==> src/rtl/ptp_event_parser.sv <==
// PTP event parser: walks VLAN tags, matches IPv4/UDP:319 or L2 0x88F7 event
// messages, and queues {is_l2, vlan_n, msgid, seqid, ts} records in a FIFO.
module ptp_event_parser #(
    parameter int unsigned MAX_VLAN   = 2,
    parameter int unsigned TS_W       = 32,
    parameter int unsigned FIFO_DEPTH = 4,
    parameter logic [15:0] EVENT_MASK = 16'h0005,
    parameter bit          L2_EN      = 1'b1,
    parameter bit          TS_AT_SOP  = 1'b1
) (
    input  logic                          clk,
    input  logic                          rst,
    input  logic [31:0]                   ptp_data,
    input  logic                          ptp_valid,
    input  logic                          ptp_sop,
    input  logic                          ptp_eop,
    input  logic [1:0]                    ptp_mod,
    input  logic [TS_W-1:0]               ptp_time,
    output logic                          rec_valid,
    input  logic                          rec_ready,
    output logic [TS_W+23:0]              rec_data,
    output logic [$clog2(FIFO_DEPTH):0]   rec_level,
    output logic                          ptp_found,
    output logic [15:0]                   drop_cnt
);

    localparam int unsigned AW    = $clog2(FIFO_DEPTH);
    localparam int unsigned REC_W = TS_W + 24;
    localparam logic [1:0]  MAXV  = MAX_VLAN[1:0];
    localparam logic [AW:0] FULL  = FIFO_DEPTH[AW:0];

    typedef enum logic [2:0] {
        S_IDLE,
        S_ETH,
        S_IP,
        S_UDP,
        S_PTP_HDR,
        S_PTP_SEQ,
        S_MATCH,
        S_NOMATCH
    } state_t;

    state_t            state_q, state_d;
    logic [4:0]        w_q, w_d;
    logic [1:0]        k_q, k_d;
    logic              l2_q, l2_d;
    logic [3:0]        msg_q, msg_d;
    logic [15:0]       seq_q, seq_d;
    logic [TS_W-1:0]   ts_q, ts_d;
    logic              hit;

    logic [4:0]        kx;
    logic [4:0]        idx_eth;
    logic [4:0]        idx_ip;
    logic [4:0]        idx_udp;
    logic [4:0]        idx_hdr;
    logic [4:0]        idx_seq;
    logic              is_tag;

    logic [AW:0]       wp_q, rp_q;
    logic [REC_W-1:0]  mem_q [FIFO_DEPTH];
    logic              found_q;
    logic [15:0]       drop_q;
    logic              empty;
    logic              full;
    logic              pop;
    logic              push_req;
    logic              push_ok;
    logic              drop;
    logic [TS_W-1:0]   ts_rec;
    logic [REC_W-1:0]  rec_new;

    assign kx      = {3'b000, k_q};
    assign idx_eth = 5'd3 + kx;
    assign idx_ip  = 5'd5 + kx;
    assign idx_udp = 5'd9 + kx;
    assign idx_hdr = 5'd10 + kx;
    assign idx_seq = l2_q ? (5'd11 + kx) : (5'd18 + kx);
    assign is_tag  = (ptp_data[31:16] == 16'h8100) ||
                     (ptp_data[31:16] == 16'h88A8);

    // Parser next state: word position, tag count and captured fields.
    always_comb begin
        state_d = state_q;
        w_d     = w_q;
        k_d     = k_q;
        l2_d    = l2_q;
        msg_d   = msg_q;
        seq_d   = seq_q;
        ts_d    = ts_q;
        hit     = 1'b0;
        if (ptp_valid) begin
            if (ptp_sop) begin
                state_d = ptp_eop ? S_IDLE : S_ETH;
                w_d     = 5'd1;
                k_d     = 2'd0;
                l2_d    = 1'b0;
                msg_d   = 4'h0;
                seq_d   = 16'h0000;
                ts_d    = ptp_time;
            end else begin
                if (w_q != 5'h1F) begin
                    w_d = w_q + 5'd1;
                end
                unique case (state_q)
                    S_ETH: begin
                        if (w_q == idx_eth) begin
                            if (is_tag) begin
                                if (k_q < MAXV) begin
                                    k_d = k_q + 2'd1;
                                end else begin
                                    state_d = S_NOMATCH;
                                end
                            end else if (ptp_data[31:16] == 16'h0800 &&
                                         ptp_data[15:8] == 8'h45) begin
                                state_d = S_IP;
                            end else if (L2_EN &&
                                         ptp_data[31:16] == 16'h88F7 &&
                                         ptp_data[3:0] == 4'h2 &&
                                         EVENT_MASK[ptp_data[11:8]]) begin
                                l2_d    = 1'b1;
                                msg_d   = ptp_data[11:8];
                                state_d = S_PTP_SEQ;
                            end else begin
                                state_d = S_NOMATCH;
                            end
                        end
                    end
                    S_IP: begin
                        if (w_q == idx_ip) begin
                            state_d = (ptp_data[7:0] == 8'h11) ?
                                      S_UDP : S_NOMATCH;
                        end
                    end
                    S_UDP: begin
                        if (w_q == idx_udp) begin
                            state_d = (ptp_data[31:16] == 16'h013F) ?
                                      S_PTP_HDR : S_NOMATCH;
                        end
                    end
                    S_PTP_HDR: begin
                        if (w_q == idx_hdr) begin
                            msg_d   = ptp_data[11:8];
                            state_d = EVENT_MASK[ptp_data[11:8]] ?
                                      S_PTP_SEQ : S_NOMATCH;
                        end
                    end
                    S_PTP_SEQ: begin
                        if (w_q == idx_seq) begin
                            if (!ptp_eop || ptp_mod <= 2'd2) begin
                                seq_d   = ptp_data[31:16];
                                state_d = S_MATCH;
                                hit     = 1'b1;
                            end else begin
                                state_d = S_NOMATCH;
                            end
                        end
                    end
                    S_MATCH: begin
                        hit = 1'b1;
                    end
                    default: begin
                    end
                endcase
                if (ptp_eop) begin
                    state_d = S_IDLE;
                end
            end
        end
    end

    // Parser state register.
    always_ff @(posedge clk) begin
        if (rst) begin
            state_q <= S_IDLE;
            w_q     <= '0;
            k_q     <= '0;
            l2_q    <= 1'b0;
            msg_q   <= '0;
            seq_q   <= '0;
            ts_q    <= '0;
        end else begin
            state_q <= state_d;
            w_q     <= w_d;
            k_q     <= k_d;
            l2_q    <= l2_d;
            msg_q   <= msg_d;
            seq_q   <= seq_d;
            ts_q    <= ts_d;
        end
    end

    assign push_req  = ptp_valid && !ptp_sop && ptp_eop && hit;
    assign ts_rec    = TS_AT_SOP ? ts_q : ptp_time;
    assign rec_new   = {l2_q, k_q, 1'b0, msg_q, seq_d, ts_rec};

    assign rec_level = wp_q - rp_q;
    assign empty     = (rec_level == '0);
    assign full      = (rec_level == FULL);
    assign pop       = !empty && rec_ready;
    assign push_ok   = push_req && (!full || pop);
    assign drop      = push_req && full && !pop;

    // FIFO pointers, found pulse and saturating drop counter.
    always_ff @(posedge clk) begin
        if (rst) begin
            wp_q    <= '0;
            rp_q    <= '0;
            found_q <= 1'b0;
            drop_q  <= '0;
        end else begin
            if (push_ok) begin
                wp_q <= wp_q + 1'b1;
            end
            if (pop) begin
                rp_q <= rp_q + 1'b1;
            end
            found_q <= push_ok;
            if (drop && drop_q != 16'hFFFF) begin
                drop_q <= drop_q + 16'd1;
            end
        end
    end

    // Record storage; contents are only visible through a valid read pointer.
    always_ff @(posedge clk) begin
        if (!rst && push_ok) begin
            mem_q[wp_q[AW-1:0]] <= rec_new;
        end
    end

    assign rec_valid = !empty;
    assign rec_data  = empty ? '0 : mem_q[rp_q[AW-1:0]];
    assign ptp_found = found_q;
    assign drop_cnt  = drop_q;

endmodule

==> config.mk <==
export PLATFORM = sky130hd
export DESIGN_NAME = ptp_event_parser
export DESIGN_NICKNAME = d
export VERILOG_FILES = /design/src/rtl/ptp_event_parser.sv
export SDC_FILE = /design/constraint.sdc
export NUM_CORES = 1
export LEC_CHECK = 0
export ABC_CLOCK_PERIOD_IN_PS = 6400
export CORE_AREA = 2 2 122 243
export DETAILED_ROUTE_END_ITERATION = 8
export DIE_AREA = 0 0 124 245
export PLACE_DENSITY = 0.67
export SKIP_CTS_REPAIR_TIMING = 1
export SYNTH_ARGS = -nofsm -noshare
export SYNTH_HDL_FRONTEND = slang
export SYNTH_SLANG_ARGS = --single-unit
==> constraint.sdc <==
create_clock -name clk -period 6.4 [get_ports clk]
set_input_delay 1.6 -clock clk [delete_from_list [all_inputs] [get_ports clk]]
set_output_delay 1.6 -clock clk [all_outputs]
set_load 0.02 [all_outputs]
After elaboration in Yosys (flattened, before gate mapping)

Memory sizes are Yosys's and may differ from the RTL's. A register that Yosys moved wholly into a read port is not among the register bits.
Cells that the tools add are included.

Logic and storage cells: 153
Flip-flop bits (word level): 86
Memories kept: 2
Bits in read-only memories: 16
Bits in writable memories: 220

Add/subtract/negate cells: 12
Magnitude comparators: 3
Reduce and logical (&&, ||, !) cells: 36
Multiplexer cells: 54
Eq/ne operators: 35

Memories:

| name             | words | width | read ports | clocked after memory_dff | wr ports | line | RTL |
|---|---|---|---|---|---|---|---|
| mem_q            | 4     | 55    | 1          | 1                        | 1        | 61   | `logic [REC_W-1:0] mem_q [FIFO_DEPTH];` |
| (name not given) | 16    | 1     | 1          | 0                        | 0        | 144  | `state_d = EVENT_MASK[ptp_data[11:8]] ?` |

Operator list:

| cell                                                              | count |
|---|---|
| 16-bit 2-to-1 mux                                                 | 5 |
| 56-bit 2-to-1 mux                                                 | 1 |
| 16-bit == test, second input constant                             | 3 |
| 3-bit 2-to-1 mux                                                  | 11 |
| 4-bit 2-to-1 mux                                                  | 6 |
| 2-bit 2-to-1 mux                                                  | 10 |
| 4-bit inequality test, second input constant                      | 5 |
| 16-bit by 1-bit adder with 16-bit output, second input constant   | 1 |
| 16-bit by 12-bit == test with 1-bit output, second input constant | 1 |
| 16-bit by 9-bit == test with 1-bit output, second input constant  | 1 |
| 16-bit inequality test, second input constant                     | 1 |
| 4-bit by 2-bit adder with 5-bit output, first input constant      | 3 |
| 5-bit == test                                                     | 3 |
| 1-bit 2-to-1 mux                                                  | 15 |
| 5-bit 2-to-1 mux                                                  | 3 |
| 3-bit inequality test, second input constant                      | 5 |
| 3-bit case mux with 5 select lines                                | 1 |
| 3-bit == test, second input constant                              | 4 |
| 1-bit logical AND                                                 | 12 |
| 2-bit nonzero test                                                | 6 |
| 5-bit inequality test, second input constant                      | 2 |
| 8-bit by 5-bit == test with 1-bit output, second input constant   | 1 |
| 8-bit by 7-bit == test with 1-bit output, second input constant   | 1 |
| 4-bit case mux with 2 select lines                                | 1 |
| other kinds (27)                                                  | 38 |

Depth between registers and ports, before layout

Gate-level depths: netlist of run 1.

Word-level depth: 12
Mapped depth: 12
Depth with buffers taken out: 10

Worst setup path before layout of run 1

Ideal clock, no wire load.

Path type: input-to-reg
Start point: in ptp_valid
End point: mem mem_q[3][0] in the netlist's numbering (enable)
Stages on the path: 7
Arrival: 4.033 ns
Required time: 5.982 ns
Setup time: 0.418 ns
Setup slack: 1.949 ns
Cells stage by stage: buf_2 -> inv_1 -> clkbuf_1 -> nor2_1 -> nand2_1 -> nor4_1 -> and2_1

Longest elaborated chain between the ends: 7
Elaborated cells on any way between the ends: 8

RTL lines:

| what                                       | line | RTL |
|---|---|---|
| start: declaration                         | 14   | `input logic ptp_valid,` |
| 1-bit logical AND (2 in a row)             | 193  | `assign push_req = ptp_valid && !ptp_sop && ptp_eop && hit;` |
| 1-bit logical AND (*)                      | 193  |  |
| 1-bit logical AND (*)                      | 201  | `assign push_ok = push_req && (!full \|\| pop);` |
| 1-bit logical AND (*)                      | 227  | `if (!rst && push_ok) begin` |
| 1-bit 2-to-1 mux (*)                       | 227  |  |
| 1-bit 2-to-1 mux (implied by the code) (*) | 228  | `mem_q[wp_q[AW-1:0]] <= rec_new;` |
| end: declaration                           | 61   |  |

Mark *: on every way between the ends. The rest lies on a longest branch, timed or not.

Worst setup path in the final report of run 1

Start point: reg wp_q[0]
End point: out rec_data[5]

Longest elaborated chain between the ends: 3

RTL lines:

| what                     | line | RTL |
|---|---|---|
| start: declaration       | 60   | `logic [AW:0] wp_q, rp_q;` |
| start signal: assignment | 213  | `wp_q <= wp_q + 1'b1;` |
| 3-bit subtractor         | 197  | `assign rec_level = wp_q - rp_q;` |
| 3-bit zero test          | 198  | `assign empty = (rec_level == '0);` |
| 56-bit 2-to-1 mux        | 233  | `assign rec_data = empty ? '0 : mem_q[rp_q[AW-1:0]];` |
| end: declaration         | 21   | `output logic [TS_W+23:0] rec_data,` |

Every way passes these cells.

==> results of run 1 <==
[flip-flops by register name, summed over array words and instances, names as in the netlist, named ones only]
name,count
k_q,2
ts_q,32
seq_q,16
l2_q,1
drop_cnt,16
mem_q,220
w_q,5
ptp_found,1
state_q,3
msg_q,4
wp_q,3
rp_q,3
[power groups by stage]
stage | logic, mW | registers [mW] | clock network (mW)
2_1_floorplan | 0.857 | 2.19 | 0
3_3_place_gp | 1.43 | 2.28 | 0
3_5_place_dp | 1.43 | 2.28 | 0
4_1_cts | 1.44 | 2.23 | 1.70
5_1_grt | 1.53 | 2.24 | 1.78
6_report | 1.41 | 2.23 | 1.66
[metal layers]
layer	vias to the layer above	wire, µm
met3	32	1590
met2	273	13500
met4	0	479
met1	3845	11600
li1	3571	-
met5	-	0
[critical path: cells and delay by family (launching register included)]
kind	cells	cell delay [ns]
buf+inv	2	0.65
xor+xnor	2	0.55
simple gates	2	1.31
flops	1	0.41
fa+ha+maj	2	0.58
[layout by cell type, fill, tap and decap left out, types with 5 or more instances in the layout]
master,synthesis,layout
xnor2_1,17,17
nand2_1,89,89
nor2b_1,19,19
edfxtp_1,220,220
nor4_2,5,5
clkdlybuf4s50_1,0,146
o2bb2ai_1,15,15
mux4_2,55,55
clkinv_2,0,5
dfxtp_1,88,86
clkbuf_16,0,27
nand4_1,7,7
ha_1,11,11
nand2b_1,6,6
o21ai_0,8,8
buf_4,3,13
nor4_1,5,5
and2_1,60,56
nor2_1,46,45
inv_1,11,11
a22oi_1,23,23
clkbuf_1,32,5
nor4b_1,7,7
nand3_1,14,13
xor2_1,7,7
a21oi_1,41,41
nor3b_1,5,5
nor3_1,13,13
and3_1,8,8
[layout make-up]
type / instances / area, µm² / area share (%)
inverter: 11 / 41.3 / 0.269
tap: 360 / 450 / 2.93
timing repair buffer: 159 / 1560 / 10.1
clock buffer: 33 / 708 / 4.61
clock inverter: 17 / 209 / 1.36
sequential: 308 / 8370 / 54.5
multi-input combinational: 506 / 4020 / 26.2
[metrics by stage]
stage / cells / power, mW
6_report: 1394 / 5.30
3_5_place_dp: 1344 / 3.71
2_1_floorplan: 877 / 3.05
3_3_place_gp: 1344 / 3.70
4_1_cts: 1394 / 5.38
5_1_grt: 1394 / 5.55
[cell families after synthesis]
family          synth area share (%)
compound gates                  5.87
xor+xnor                        1.66
fa+ha+maj                       1.25
buf+inv                         2.17
flops                           66.2
mux                             10.0
other cells                   0.0297
simple gates                    12.8
[worst max-delay path by stage]
stage          slack, ns                     end
2_1_floorplan       1.95   mem_q[3][0]$_DFFE_PP_
3_3_place_gp        1.16  mem_q[3][28]$_DFFE_PP_
3_5_place_dp        1.03  mem_q[0][28]$_DFFE_PP_
4_1_cts             0.59             rec_data[5]
5_1_grt             0.30            rec_data[36]
6_report            0.75             rec_data[5]
==> results.json, run 1 <==
{
  "grt_pass1_vias": 8049,
  "htreeDepth": 1,
  "fin_ws_ns": 0.754,
  "ys_top_cells_by_count": "edfxtp_1, nand2_1, dfxtp_1",
  "reg2reg_to": "mem_q[0][27]$_DFFE_PP_",
  "rsz0062_at_grt": "no",
  "fp.dieH_um": 245,
  "use_met1_pct": 25.5,
  "ys_async_sr_fraction_pct": 0,
  "min_period_ns": 5.65,
  "layout-drive-gt1-share_pct": 13.0,
  "setup_violations": 0,
  "area_growth_pct": 21.5,
  "peakVddDrop_mv": 0.288,
  "clk_pin_slew_worst_paths_ns": 0.06,
  "portBuffers": 147,
  "crit_path_start": "wp_q[0]$_SDFFE_PP0P_",
  "cts_tree": "yes",
  "power.switching_mw": 1.48,
  "dpl_cell_area_mm2": 0.0144,
  "syn_area_mm2": 0.0126,
  "die_x_um": 124,
  "sw_frac_of_total_pct": 27.9,
  "synth.most_common_cell": "edfxtp_1",
  "min_period_over_period_pct": 88.2,
  "path_cells": "inv_1 -> ha_1 -> fa_1 -> xor2_1 -> xnor2_1 -> nand3_2 -> and2_1 -> clkdlybuf4s50_1",
  "wirelength_um": 27200,
  "cts_max_path_buffers": 3,
  "place.gp.congestion": 0.851,
  "final_nets": 1097,
  "initial_core_util_pct": 44.2,
  "antenna_found_initial": 0,
  "synth_fp_nets": 961,
  "drt-wirelength-per-cell_um": 19.5,
  "yosysTopAreaCell": "edfxtp_1",
  "timing.hold.ws_ns": 0.491,
  "synth-edff-count": 220,
  "fillers": 2391,
  "track_usage_pct": 18.5,
  "synth_cell_type_count": 62,
  "maxSlewViolCount": 0,
  "holdPathStages": 0,
  "power_frac_comb_pct": 26.7,
  "intPower_mw": 3.82,
  "vias_per_cell": 5.54,
  "worst_r2r_path_depth": 9,
  "drc": 0,
  "cts_root_buf": "clkbuf_16",
  "ys_seq_elements": 308,
  "clkPwrFrac_pct": 31.3,
  "std_cell_rows": 88,
  "startpoint_type": "register",
  "clock_skew_ns": 0.0238,
  "first_pass_iters": 5,
  "r2r-start": "k_q[1]$_SDFFE_PP0P_",
  "required_ns": 4.80,
  "ant_nets": 0,
  "clk_latency_ns": 0.55,
  "grt_overflow_total": 0,
  "holdPathEnd": "mem_q[2][27]$_DFFE_PP_",
  "hold_viol": 0,
  "worst_slew_pin_slew_ns": 1.07,
  "p_per_area_mw_per_mm2": 345,
  "min_path_type": "reg -> reg",
  "max_freq_ghz": 0.177,
  "ff2ff_setup_slack_ns": 2.19,
  "endpoint_kind": "output pin",
  "drt_iter0_drc": 716,
  "synth_cells": 877,
  "final_area_mm2": 0.0154,
  "max_stage_delay_ns": 0.85,
  "fin_util_pct": 53.7,
  "dieArea_mm2": 0.0304,
  "diodes": 0,
  "grt_pass1_wl_um": 43500,
  "grt_use_met2_pct": 30.7,
  "p_seq_share_pct": 42.0,
  "dpl_worst_slack_ns": 1.03,
  "outcome": "finished, final reports clean",
  "total_leakage_power_nw": 4.86,
  "ys_top_cells_by_area": "edfxtp_1, dfxtp_1, mux4_2",
  "ys_seq_area_share_pct": 66.2,
  "ys_warn_count": 0,
  "gr-usage-met3_pct": 2.53,
  "dp_hpwl_um": 17200,
  "num_vias": 7721,
  "cpMaxStageDelayCell": "nand3_2",
  "syn_area_per_cell_um2": 14.4,
  "drv_cap": 0,
  "ioPinCount": 149,
  "cts_made_buffers": 27,
  "synth_flop_cell": "edfxtp_1",
  "synth_top_area_share_pct": 52.2,
  "grt_max_degree": 90,
  "grt-busiest-layer": "met2",
  "worstHoldStart": "ts_q[27]$_SDFFE_PP0P_",
  "final.setup.tns_ns": 0,
  "clkSinkCount": 308,
  "slew_headroom_pct": 28.4,
  "cp_max_fo": 58,
  "core_area_mm2": 0.0286,
  "worstPathArrival_ns": 4.05,
  "critPathKind": "reg -> out"
}
Power figures use the tool's default switching activity.
==> run 2: changes to the inputs <==
--- a/config.mk
+++ b/config.mk
@@ -10,6 +10,7 @@
 export DETAILED_ROUTE_END_ITERATION = 8
 export DIE_AREA = 0 0 124 245
 export PLACE_DENSITY = 0.67
+export REMOVE_ABC_BUFFERS = 1
 export SKIP_CTS_REPAIR_TIMING = 1
 export SYNTH_ARGS = -nofsm -noshare
 export SYNTH_HDL_FRONTEND = slang
==> results.json, run 2 (synthesis results as in run 1) <==
{
  "outcome": "finished, final reports clean",
  "cts_max_path_buffers": 3,
  "hold_viol": 0,
  "met2_length_um": 13600,
  "cts_made_buffers": 26,
  "min_path_type": "reg -> reg",
  "ff2ff_setup_slack_ns": 2.73,
  "final_cell_mix": "edfxtp_1, clkdlybuf4s50_1, nand2_1, dfxtp_1, and2_1",
  "slew_headroom_pct": 22.6,
  "min_period_ns": 5.64,
  "dieArea_mm2": 0.0304,
  "final_common_cell": "edfxtp_1",
  "drv_cap": 0,
  "antenna_found_initial": 0,
  "die_x_um": 124,
  "wl_met1_um": 11600,
  "wirelength_um": 27100,
  "p_per_area_mw_per_mm2": 344,
  "maxSlewViolCount": 0,
  "largest_reg_flops": 220,
  "worstPathArrival_ns": 4.04,
  "cts_root_buf": "clkbuf_16",
  "portBuffers": 147,
  "num_vias": 7596,
  "endpoint_kind": "output pin",
  "worstHoldStart": "ts_q[26]$_SDFFE_PP0P_",
  "cts_tree": "yes",
  "seqCellArea_mm2": 0.00837,
  "total_power_mw": 5.28,
  "total_leakage_power_nw": 4.83,
  "clkSinkCount": 308,
  "clock_skew_ns": 0.0124,
  "grt_pass1_vias": 7748,
  "required_ns": 4.80,
  "track_usage_pct": 18.2,
  "ant_nets": 0,
  "grt_pass1_wl_um": 42600,
  "htreeDepth": 1,
  "place.gp.congestion": 0.783,
  "final.setup.tns_ns": 0,
  "drc": 0,
  "critPathKind": "reg -> out",
  "wl_met3_um": 1340,
  "timing.hold.ws_ns": 0.498,
  "rsz0062_at_grt": "no",
  "cp_max_fo": 40,
  "fp.dieH_um": 245,
  "reg2reg_to": "mem_q[3][27]$_DFFE_PP_",
  "multiInputGateArea_mm2": 0.00402,
  "vias_per_cell": 5.47,
  "drt-wirelength-per-cell_um": 19.5,
  "initial_core_util_pct": 44.2,
  "r2r-start": "k_q[1]$_SDFFE_PP0P_",
  "dp_hpwl_um": 16700,
  "fillers": 2413,
  "min_period_over_period_pct": 88.1,
  "holdPathEnd": "ts_q[26]$_SDFFE_PP0P_",
  "startpoint_type": "register",
  "worst_r2r_path_depth": 9,
  "ioPinCount": 149,
  "worst_slew_pin_slew_ns": 1.16,
  "grt_overflow_total": 0,
  "final_nets": 1093,
  "grt_max_degree": 74,
  "core_area_mm2": 0.0286,
  "area_growth_pct": 21.4,
  "setup_violations": 0,
  "std_cell_rows": 88,
  "clk_latency_ns": 0.54,
  "diodes": 0,
  "peakVddDrop_mv": 0.216,
  "layout-drive-gt1-share_pct": 12.6,
  "first_pass_iters": 4,
  "drt_iter0_drc": 476,
  "clk_pin_slew_worst_paths_ns": 0.07,
  "highest_layer": "met4",
  "holdPathStages": 2,
  "max_freq_ghz": 0.177
}
## run 2: cell count changes in the layout (fill, tap and decap cells not counted), moves of 2 or more
cell and delta:
buf_12 +4, buf_4 -7, clkinvlp_4 +3, clkinv_4 -4, clkbuf_1 -2
## run 2: per-stage QoR
stage,utilization [%],setup WS [ns],area [µm²],instances
3_5_place_dp,50.6,1.22,14500,1341
5_1_grt,53.6,0.376,15400,1389
4_1_cts,53.6,0.646,15400,1389
2_1_floorplan,-,1.56,12400,825
6_report,53.6,0.759,15400,1389
3_3_place_gp,50.6,1.35,14500,1341
## run 2: layout make-up
type | count | share of cell area, %
multi-input combinational | 506 | 26.2
timing repair buffer | 156 | 10.3
inverter | 11 | 0.269
tap | 360 | 2.93
sequential | 308 | 54.5
clock buffer | 32 | 4.65
clock inverter | 16 | 1.11
## run 2: per-layer routing
layer / vias up / GRT usage [%]
met1: 3785 / 24.7
met2: 207 / 30.5
met3: 45 / 2.51
met4: 0 / 5.06
li1: 3559 / -
met5: - / 0
## run 2: critical path: stages, from the launching register on
cell	delay (ns)
dfxtp_1	0.41
inv_1	0.10
ha_1	0.22
fa_1	0.37
xor2_1	0.16
xnor2_1	0.39
nand3_2	0.72
buf_4	0.46
and2_1	0.15
clkdlybuf4s50_1	0.53
## run 2: power by group
| group | switching, mW | internal, mW | leakage [nW] | total, mW |
|---|---|---|---|---|
| Combinational | 0.705 | 0.731 | 1.78 | 1.44 |
| Sequential | 0.0897 | 2.14 | 2.62 | 2.23 |
| Clock | 0.693 | 0.920 | 0.425 | 1.61 |
## run 2: worst max path at each step
stage,endpoint,cells after the start,start,slack (ns)
after floorplan,rec_data[0],2,register,1.56
after CTS,rec_data[3],9,wp_q[0]$_SDFFE_PP0P_,0.65
final,rec_data[3],9,wp_q[0]$_SDFFE_PP0P_,0.76
after detailed placement,rec_data[3],9,wp_q[0]$_SDFFE_PP0P_,1.22
after global placement,rec_data[6],9,wp_q[0]$_SDFFE_PP0P_,1.35
after global routing,rec_data[1],9,wp_q[0]$_SDFFE_PP0P_,0.38
